==> src/rtl/dac_source_sequencer.sv <==
// ---------------------------------------------------------------------------
// dac_source_sequencer
//
// Purpose:
//   Makes glitch-free changes of the DAC source select (ADC loopback vs CORDIC)
//   and of the NCO phase increment on CPU request. Each request ramps both DAC
//   channels down to midscale, applies the new select/increment, holds muted
//   while the CORDIC pipeline flushes, then ramps back up to full scale.
//   The gain it ramps is applied to the input-mux outputs on their way to
//   the DAC.
//
// Optional feature (macro SEQ_PHASE_ALIGN_EN):
//   When defined, the switch step waits for the live phase accumulator MSB to
//   fall (accumulator wrap) before applying the new configuration. When not
//   defined the switch step lasts exactly one cycle and phase_acc_in is unused.
//
// Ports:
//   sys_clk        system clock, all state updates on its rising edge
//   rst            synchronous active-high reset
//   cfg_valid      CPU request valid
//   cfg_ready      request accepted when cfg_valid & cfg_ready
//   cfg_sel        requested source (1 = ADC, 0 = CORDIC)
//   cfg_phase_inc  requested phase increment
//   phase_acc_in   live CORDIC phase accumulator (phase-align feature only)
//   din1, din2     mux outputs, offset binary (midscale 14'h2000)
//   dout1, dout2   gain-scaled samples to the DAC (1-cycle latency)
//   input_sw_reg   mux select
//   phase_inc      NCO increment
//   busy           sequence in progress
//   done           one-cycle pulse in the last cycle of a sequence
// ---------------------------------------------------------------------------
module dac_source_sequencer #(
    parameter int              PW            = 19,
    parameter int              GW            = 8,
    parameter int              RAMP_DIV      = 4,
    parameter int              FLUSH_CYC     = 32,
    parameter logic [PW-1:0]   PHASE_INC_RST = '0
) (
    input  logic          sys_clk,
    input  logic          rst,
    input  logic          cfg_valid,
    output logic          cfg_ready,
    input  logic          cfg_sel,
    input  logic [PW-1:0] cfg_phase_inc,
    input  logic [PW-1:0] phase_acc_in,
    input  logic [13:0]   din1,
    input  logic [13:0]   din2,
    output logic [13:0]   dout1,
    output logic [13:0]   dout2,
    output logic          input_sw_reg,
    output logic [PW-1:0] phase_inc,
    output logic          busy,
    output logic          done
);

    localparam int DIV_W  = (RAMP_DIV  > 1) ? $clog2(RAMP_DIV)  : 1;
    localparam int FL_W   = (FLUSH_CYC > 1) ? $clog2(FLUSH_CYC) : 1;
    localparam int PROD_W = GW + 16;

    localparam logic [DIV_W-1:0]         DIV_LAST  = DIV_W'(RAMP_DIV - 1);
    localparam logic [FL_W-1:0]          FL_LAST   = FL_W'(FLUSH_CYC - 1);
    localparam logic [GW:0]              GAIN_ONE  = {1'b1, {GW{1'b0}}};
    localparam logic [GW:0]              GAIN_STEP = (GW+1)'(1);
    localparam logic signed [PROD_W-1:0] MID_EXT   = PROD_W'(8192);

    typedef enum logic [2:0] {
        ST_RUN,
        ST_RAMP_DN,
        ST_SWITCH,
        ST_FLUSH,
        ST_RAMP_UP
    } state_t;

    state_t            state_q, state_d;
    logic [GW:0]       gain_q, gain_d;
    logic [DIV_W-1:0]  div_q, div_d;
    logic [FL_W-1:0]   flush_q, flush_d;
    logic              sel_q, sel_d;
    logic [PW-1:0]     inc_q, inc_d;
    logic              sw_q, sw_d;
    logic [PW-1:0]     pinc_q, pinc_d;
    logic [13:0]       dout1_q, dout1_d;
    logic [13:0]       dout2_q, dout2_d;
    logic              tick;
    logic              align_ok;

    // Only the MSB is ever looked at (and only with the phase-align feature).
    logic unused_phase_acc;
    assign unused_phase_acc = ^phase_acc_in;

    // Offset-binary sample scaled about midscale: 8192 + ((din-8192)*gain >>> GW).
    // gain never exceeds unity, so the 14-bit result cannot overflow.
    function automatic logic [13:0] apply_gain(input logic [13:0] din, input logic [GW:0] gain);
        logic signed [PROD_W-1:0] d;
        logic signed [PROD_W-1:0] g;
        logic signed [PROD_W-1:0] p;
        logic signed [PROD_W-1:0] s;
        d = $signed({{(PROD_W-14){1'b0}}, din}) - MID_EXT;
        g = $signed({{(PROD_W-GW-1){1'b0}}, gain});
        p = d * g;
        s = p >>> GW;
        return s[13:0] + 14'h2000;
    endfunction

`ifdef SEQ_PHASE_ALIGN_EN
    logic msb_prev_q, msb_prev_d;
    always_comb msb_prev_d = phase_acc_in[PW-1];
    always_ff @(posedge sys_clk) begin
        if (rst) msb_prev_q <= 1'b0;
        else     msb_prev_q <= msb_prev_d;
    end
    // Accumulator wrap: MSB was 1 last cycle and is 0 now.
    assign align_ok = msb_prev_q & ~phase_acc_in[PW-1];
`else
    assign align_ok = 1'b1;
`endif

    assign tick = (div_q == DIV_LAST);

    always_comb begin
        // NOTE: every variable gets a default before the case so no path can
        // leave it unassigned and infer a latch.
        state_d = state_q;
        gain_d  = gain_q;
        div_d   = '0;
        flush_d = '0;
        sel_d   = sel_q;
        inc_d   = inc_q;
        sw_d    = sw_q;
        pinc_d  = pinc_q;
        done    = 1'b0;

        case (state_q)
            ST_RUN: begin
                gain_d = GAIN_ONE;
                if (cfg_valid) begin
                    sel_d   = cfg_sel;
                    inc_d   = cfg_phase_inc;
                    state_d = ST_RAMP_DN;
                end
            end
            ST_RAMP_DN: begin
                div_d = tick ? '0 : div_q + DIV_W'(1);
                if (tick && gain_q != '0) begin
                    gain_d = gain_q - GAIN_STEP;
                    if (gain_q == GAIN_STEP) state_d = ST_SWITCH;
                end
            end
            ST_SWITCH: begin
                gain_d = '0;
                if (align_ok) begin
                    sw_d    = sel_q;
                    pinc_d  = inc_q;
                    state_d = ST_FLUSH;
                end
            end
            ST_FLUSH: begin
                gain_d  = '0;
                flush_d = flush_q + FL_W'(1);
                if (flush_q == FL_LAST) begin
                    flush_d = '0;
                    state_d = ST_RAMP_UP;
                end
            end
            ST_RAMP_UP: begin
                div_d = tick ? '0 : div_q + DIV_W'(1);
                if (tick && gain_q != GAIN_ONE) begin
                    gain_d = gain_q + GAIN_STEP;
                    if (gain_q == GAIN_ONE - GAIN_STEP) begin
                        state_d = ST_RUN;
                        done    = 1'b1;
                    end
                end
            end
            default: state_d = ST_RUN;
        endcase

        // Datapath runs in every state off the current gain register.
        dout1_d = apply_gain(din1, gain_q);
        dout2_d = apply_gain(din2, gain_q);
    end

    always_ff @(posedge sys_clk) begin
        // NOTE: sequential state uses non-blocking assignments so every flop
        // samples the pre-edge values regardless of statement order.
        if (rst) begin
            state_q <= ST_RUN;
            gain_q  <= GAIN_ONE;
            div_q   <= '0;
            flush_q <= '0;
            sel_q   <= 1'b0;
            inc_q   <= PHASE_INC_RST;
            sw_q    <= 1'b0;
            pinc_q  <= PHASE_INC_RST;
            dout1_q <= 14'h2000;
            dout2_q <= 14'h2000;
        end else begin
            state_q <= state_d;
            gain_q  <= gain_d;
            div_q   <= div_d;
            flush_q <= flush_d;
            sel_q   <= sel_d;
            inc_q   <= inc_d;
            sw_q    <= sw_d;
            pinc_q  <= pinc_d;
            dout1_q <= dout1_d;
            dout2_q <= dout2_d;
        end
    end

    assign cfg_ready    = (state_q == ST_RUN);
    assign busy         = (state_q != ST_RUN);
    assign input_sw_reg = sw_q;
    assign phase_inc    = pinc_q;
    assign dout1        = dout1_q;
    assign dout2        = dout2_q;

endmodule

==> config.mk <==
export PLATFORM = sky130hd
export DESIGN_NAME = dac_source_sequencer
export DESIGN_NICKNAME = d
export VERILOG_FILES = /design/src/rtl/dac_source_sequencer.sv
export SDC_FILE = /design/constraint.sdc
export NUM_CORES = 1
export LEC_CHECK = 0
export BUFFER_PORTS_ARGS = -buffer_cell sky130_fd_sc_hd__buf_4
export CORE_MARGIN = 3
export CORE_UTILIZATION = 45
export CTS_CLUSTER_SIZE = 30
export DETAILED_ROUTE_END_ITERATION = 10
export MAX_ROUTING_LAYER = met4
export PLACE_DENSITY = 0.68
export SETUP_SLACK_MARGIN = 0.05
export SLEW_MARGIN = 20
export SYNTH_ARGS = -nofsm -noshare
export SYNTH_HDL_FRONTEND = slang
export SYNTH_SLANG_ARGS = --single-unit
export TNS_END_PERCENT = 30
==> constraint.sdc <==
create_clock -name sys_clk -period 10.8 [get_ports sys_clk]
set_input_delay 0.54 -clock sys_clk [delete_from_list [all_inputs] [get_ports sys_clk]]
set_output_delay 0.54 -clock sys_clk [all_outputs]
set_load 0.05 [all_outputs]
==> results of run 1 <==
## worst max-delay path by stage
| stage | from | to | slack (ns) | cells past startpoint |
|---|---|---|---|---|
| detailed placement | gain_q[5] | dout1[12] | 4.83 | 18 |
| CTS | gain_q[5] | dout1[12] | 4.79 | 18 |
| global placement | gain_q[5] | dout1[12] | 4.90 | 18 |
| finish | gain_q[5] | dout1[12] | 4.79 | 18 |
| floorplan | gain_q[1] | dout1[7] | 5.25 | 21 |
| global route | gain_q[5] | dout1[12] | 4.46 | 18 |
## report_power, final
| group | internal, uW | leakage [uW] | switching, uW |
|---|---|---|---|
| clock | 164 | 0.000144 | 163 |
| combinational | 756 | 0.00585 | 1090 |
| sequential | 383 | 0.000713 | 31.6 |
| total | 1300 | 0.00671 | 1280 |
## layer usage
metal	vias to the layer above	share of wire
li1	4352	-
met3	29	0.036
met4	0	0.015
met5	-	0
met2	182	0.48
met1	4492	0.47
## synthesized netlist by cell type (4+ instances only)
cell type | count | share of area
nor3_1 | 22 | 0.0092
a21oi_1 | 68 | 0.029
fa_1 | 200 | 0.34
inv_1 | 256 | 0.081
nand2_1 | 214 | 0.067
a22oi_1 | 4 | 0.0025
dfxtp_1 | 87 | 0.15
o21ai_0 | 16 | 0.0067
xnor2_1 | 25 | 0.018
a211oi_1 | 5 | 0.0031
ha_1 | 100 | 0.10
nand2b_1 | 22 | 0.012
buf_2 | 4 | 0.0017
a21o_1 | 5 | 0.0031
nor2b_1 | 9 | 0.0047
and2_1 | 118 | 0.062
nand4_1 | 6 | 0.0031
buf_1 | 16 | 0.0050
and3_1 | 10 | 0.0052
o211ai_1 | 5 | 0.0031
nand3_1 | 10 | 0.0042
clkbuf_1 | 45 | 0.014
xor2_1 | 11 | 0.0081
o21a_1 | 8 | 0.0050
nor2_1 | 47 | 0.015
o21ai_1 | 4 | 0.0017
## metrics by stage
stage                     setup slack [ns]  area [um^2]  instances
after floorplan                       5.25        11900       1381
after global placement                4.90        12900       1755
after detailed placement              4.83        12900       1755
after CTS                             4.79        13200       1771
after global routing                  4.46        13200       1771
final                                 4.79        13200       1771
## layout make-up
type | count | area (um^2)
fillers | 2413 | 12400
multi-input cells | 970 | 8960
flip-flops and latches | 87 | 1740
inverters | 256 | 961
repair buffers | 112 | 841
well taps | 330 | 413
clock buffers | 9 | 225
clock inverters | 7 | 77.6
## logic make-up after synthesis
group	share of synthesized area
fa+ha+maj	0.440
flops	0.146
xor+xnor	0.0264
simple gates	0.193
mux	0.00367
buf+inv	0.104
compound gates	0.0868
## worst register-to-register path: stages, from the launching register on
cell      delay [ns]
dfxtp_1         0.88
buf_4           0.34
nand2_1         0.10
fa_1            0.50
inv_1           0.05
fa_1            0.55
fa_1            0.43
fa_1            0.49
inv_1           0.05
fa_1            0.47
inv_1           0.04
ha_1            0.31
nand2_1         0.08
o21ai_0         0.46
a2111o_1        0.19
o221a_2         0.26
nand4_1         0.14
a31oi_1         0.20
mux2_2          0.35
==> out/results.txt, run 1 <==
status = completed
Buf/Inv on CP = 4
synth unique cells = 70
met3 GRT Util = 0.0245
clock period minus worst slack = 6.01 ns
final net count = 1806
WS Path Type = reg -> reg
Worst R2R Start = gain_q[5]
CTS sink cnt = 87
vias in the first global route = 9482
PortBufs = 101
Slew Limit Fails = 0
chip height = 169 um
Starting Density = 0.466
Synth warnings = 0
worst-path maximum fanout = 24
Pleak = 0.00671 uW
H-tree Lvls = 3
delay of the slowest cell on the worst path = 0.88 ns
Final Util = 0.516
# setup viols final = 0
Final GP Congestion = 0.826
Min-Delay Path Class = reg -> reg
delay-heaviest family, CP = adder cells
post-synthesis cell area = 11900 um^2
Mapped Avg Cell Area = 8.64 um^2
clk_skew = 0.0138 ns
R2R Setup Slk = 4.79 ns
drt total wl = 26.1 mm
crit-path most repeated cell = fa_1
Worst VDD drop = 0.142 mV
hold_ws = 0.423 ns
Area growth syn-to-layout = 10.7%
routed len/inst = 14.8 um
Top Ports = 121
CTS Buf Count = 9
Hold Vio Cnt, Final = 0
hold depth = 1
first-pass GRT wire length = 45.3 mm
Max Cap Viol = 0
commonest non-fill, non-tap cell in the layout = inv_1
Cell Chain, Critical Path = buf_4 -> nand2_1 -> fa_1 -> inv_1 -> fa_1 -> fa_1 -> fa_1 -> inv_1 -> fa_1 -> inv_1 -> ha_1 -> nand2_1 -> o21ai_0 -> a2111o_1 -> o221a_2 -> nand4_1 -> a31oi_1 -> mux2_2
Worst Reg-to-Reg Cells = 18
Required @ worst endpoint = 11.03 ns
Tcrit/Tclk final = 0.557
CTS Hold Bufs = 0
DIE AREA = 28500 um^2
largest net degree at the start of global routing = 68
post-synthesis sequential area ratio = 0.146
CTS tree = yes
met2 Usage GRT = 0.325
Worst-Skew Late Latency = 0.35 ns
RSZ-0062 raised after global routing = no
Max Root-Sink Buffers = 2
worst r2r dst = dout1[12]
Die X-Extent = 169 um
vias per cell = 5.11
share of layout cells above drive strength 1 = 0.103
Initial DRC Count = 422
Slowest-stage cell, CP = dfxtp_1
row count = 58
Cells after Synth = 1381
root buf cell = clkbuf_16
# resized after CTS = 0
Top Usage Layer GRT = met2
Worst Setup End Kind = flop
fmax = 166 MHz
Startpoint Class = flop
Min-Delay Endpoint = div_q[0]
number of synthesized flops with an enable pin = 0
GRT met1 Usage = 0.264
antenna violations before repair = 0
diodes inserted = 0
register clock-pin slew on the reported worst setup and hold paths = 0.08 ns
WP data arrival = 6.25 ns
Tightest Pin Transition = 0.851 ns
core footprint = 25600 um^2
Max-slew headroom = 0.432
syn nets = 1751
Power Dens Cells = 196 nW/um^2
#FFs+latches synth = 87
Post CTS Setup Buffer Count = 0
Detail Route Antenna Nets = 0
most frequent cells in the layout = inv_1, nand2_1, fa_1, and2_1, buf_4
Worst Hold Launch = div_q[0]
DR vias = 9055
GRT Residual Overflow = 0
fraction of registers with async set/reset = 0
Final TNS setup = 0 ns
drt drc = 0
drt pass-1 iters = 5
ys flop type = dfxtp_1
total power = 2590 uW
DP HPWL = 20.2 mm
Total GRT Usage = 0.197
Power figures use the tool's default switching activity.
==> run 2, diff against run 1 <==
==> constraint.sdc (replaced) <==
create_clock -name sys_clk -period 5.6 [get_ports sys_clk]
set_input_delay 0.28 -clock sys_clk [delete_from_list [all_inputs] [get_ports sys_clk]]
set_output_delay 0.28 -clock sys_clk [all_outputs]
set_load 0.05 [all_outputs]
==> run 2 against run 1 <==
- clock power increased by 95%
- worst hold slack got worse by 0.26 ns
- via count increased by 0.49%
- power increased by 93%
- flip-flop and latch count unchanged
- critical path depth increased by 1
- cell area increased by 0.44%
- critical path type unchanged
- largest cell class unchanged
- largest power group unchanged
- highest routed layer unchanged
==> out/results.txt, run 2 (synthesis gave the netlist of run 1 again) <==
status = completed
clk_skew = 0.00891 ns (-0.00489 ns)
core footprint = 25600 um^2 (unchanged)
Required @ worst endpoint = 5.82 ns (-5.21 ns)
register clock-pin slew on the reported worst setup and hold paths = 0.08 ns (about the same)
Startpoint Class = flop
fmax = 188 MHz (+13%)
Tcrit/Tclk final = 0.949 (+0.393)
Max Root-Sink Buffers = 2 (unchanged)
share of layout cells above drive strength 1 = 0.106 (+0.00248)
clock period minus worst slack = 5.32 ns (-0.694 ns)
pre-CTS setup slack = 0.133 ns (-4.69 ns)
Detail Route Antenna Nets = 0 (unchanged)
delay of the slowest cell on the worst path = 0.53 ns (-0.35 ns)
Area growth syn-to-layout = 11.2%
H-tree Lvls = 3 (unchanged)
DIE AREA = 28500 um^2 (unchanged)
DP HPWL = 20.7 mm (+2.5%)
CTS tree = yes
Top Ports = 121 (unchanged)
first-pass GRT wire length = 45.8 mm (+1.1%)
met3 GRT Util = 0.0315 (+0.00701)
drt drc = 0 (unchanged)
drt total wl = 26.7 mm (+2.0%)
Final Cell Area = 13300 um^2 (+0.44%)
largest net degree at the start of global routing = 67 (-1.5%)
row count = 58 (unchanged)
hold_ws = 0.163 ns (-0.260 ns)
GRT Residual Overflow = 0 (unchanged)
WS Path Type = reg -> reg
Buf/Inv on CP = 6 (+2)
diodes inserted = 0 (unchanged)
routed len/inst = 15.0 um (+1.8%)
Pleak = 0.00674 uW (+0.36%)
met2 Usage GRT = 0.341 (+0.0157)
Max-slew headroom = 0.440 (+0.00841)
worst-path maximum fanout = 26 (+8.3%)
Final GP Congestion = 0.852 (+3.1%)
vias per cell = 5.13 (+0.26%)
CTS Hold Bufs = 0 (unchanged)
drt pass-1 iters = 5 (unchanged)
Max Cap Viol = 0 (unchanged)
total power = 5000 uW (+93%)
CTS Buf Count = 9 (unchanged)
CTS sink cnt = 87 (unchanged)
chip height = 169 um (unchanged)
Tightest Pin Transition = 0.838 ns (-0.0126 ns)
Die X-Extent = 169 um (unchanged)
Worst VDD drop = 0.296 mV (+110%)
final net count = 1810 (+0.22%)
Starting Density = 0.466 (unchanged)
PortBufs = 101 (unchanged)
root buf cell = clkbuf_16
most frequent cells in the layout = inv_1, nand2_1, fa_1, and2_1, buf_4
placed cell areas = 12900 um^2 (+0.23%)
Slew Limit Fails = 0 (unchanged)
Hold Vio Cnt, Final = 0 (unchanged)
Min-Delay Path Class = in -> reg
Cell Chain, Critical Path = buf_12 -> nand2_1 -> fa_1 -> inv_1 -> fa_1 -> inv_1 -> fa_1 -> inv_1 -> fa_1 -> inv_1 -> fa_1 -> inv_1 -> ha_1 -> o211ai_1 -> a31oi_1 -> o21ai_1 -> a211oi_2 -> nor3_1 -> a2111oi_0
delay-heaviest family, CP = adder cells
DR vias = 9099 (+0.49%)
Total GRT Usage = 0.201 (+0.00419)
Top Usage Layer GRT = met2
GRT met1 Usage = 0.255 (-0.00944)
Initial DRC Count = 444 (+5.2%)
WP data arrival = 5.54 ns (-0.71 ns)
vias in the first global route = 9715 (+2.5%)
RSZ-0062 raised after global routing = yes
Power Dens Cells = 376 nW/um^2 (+92%)
Final TNS setup = 0 ns (unchanged)
commonest non-fill, non-tap cell in the layout = inv_1
# setup viols final = 0 (unchanged)
Worst Setup End Kind = flop
Slowest-stage cell, CP = fa_1
Worst-Skew Late Latency = 0.35 ns (about the same)
antenna violations before repair = 0 (unchanged)
setup ws final = 0.283 ns (-4.51 ns)
==> run 2: changes by cell type in the layout (fill, tap and decap cells not counted), sizes merged <==
cell / change
buf: +4
clkinv: -2
clkinvlp: +1
inv: +1
==> run 2: final cells by class <==
cell class,instances,area [um^2]
flip-flops and latches,87,1740
fillers,2433,12300
multi-input cells,970,8960
clock inverters,7,73.8
repair buffers,116,902
well taps,330,413
clock buffers,9,225
inverters,256,961
==> run 2: final timing paths <==
check / slack [ns] / endpoint / from / cells after the start
max: 0.28 / dout2[7] / gain_q[1] / 19
min: 0.16 / inc_q[14] / cfg_phase_inc[14] / 3
max reg2reg: 0.28 / dout2[7] / gain_q[1] / 19
min reg2reg: 0.42 / div_q[0] / div_q[0] / 1
==> run 2: repair_timing <==
action / 4_1_cts / 5_1_grt
endpoints found under the hold margin: 0 / 0
gates resized for setup: 0 / 9
endpoints found under the setup margin: 0 / 12
setup buffers: 0 / 0
==> run 2: report_power, final <==
part / internal [uW] / switching [uW]
Sequential: 738 / 53.0
Clock: 316 / 323
Combinational: 1460 / 2110
==> run 2: metrics by stage <==
step | utilization | cells
finish | 0.518 | 1775
global route | 0.518 | 1775
CTS | 0.517 | 1775
detailed placement | 0.505 | 1759
global placement | 0.505 | 1759
floorplan | - | 1381
==> run 2: worst register-to-register path, stage by stage (launching register included) <==
cell and delay [ns]:
dfxtp_1 0.45, buf_12 0.22, nand2_1 0.11, fa_1 0.53, inv_1 0.05, fa_1 0.49
inv_1 0.05, fa_1 0.53, inv_1 0.05, fa_1 0.47, inv_1 0.05, fa_1 0.47
inv_1 0.04, ha_1 0.31, o211ai_1 0.12, a31oi_1 0.23, o21ai_1 0.14, a211oi_2 0.41
nor3_1 0.08, a2111oi_0 0.39
==> run 2: layer usage <==
layer	part of all wire	wire [um]
met1	0.44	11700
met5	0	0
met4	0.017	461
met3	0.046	1220
met2	0.50	13200
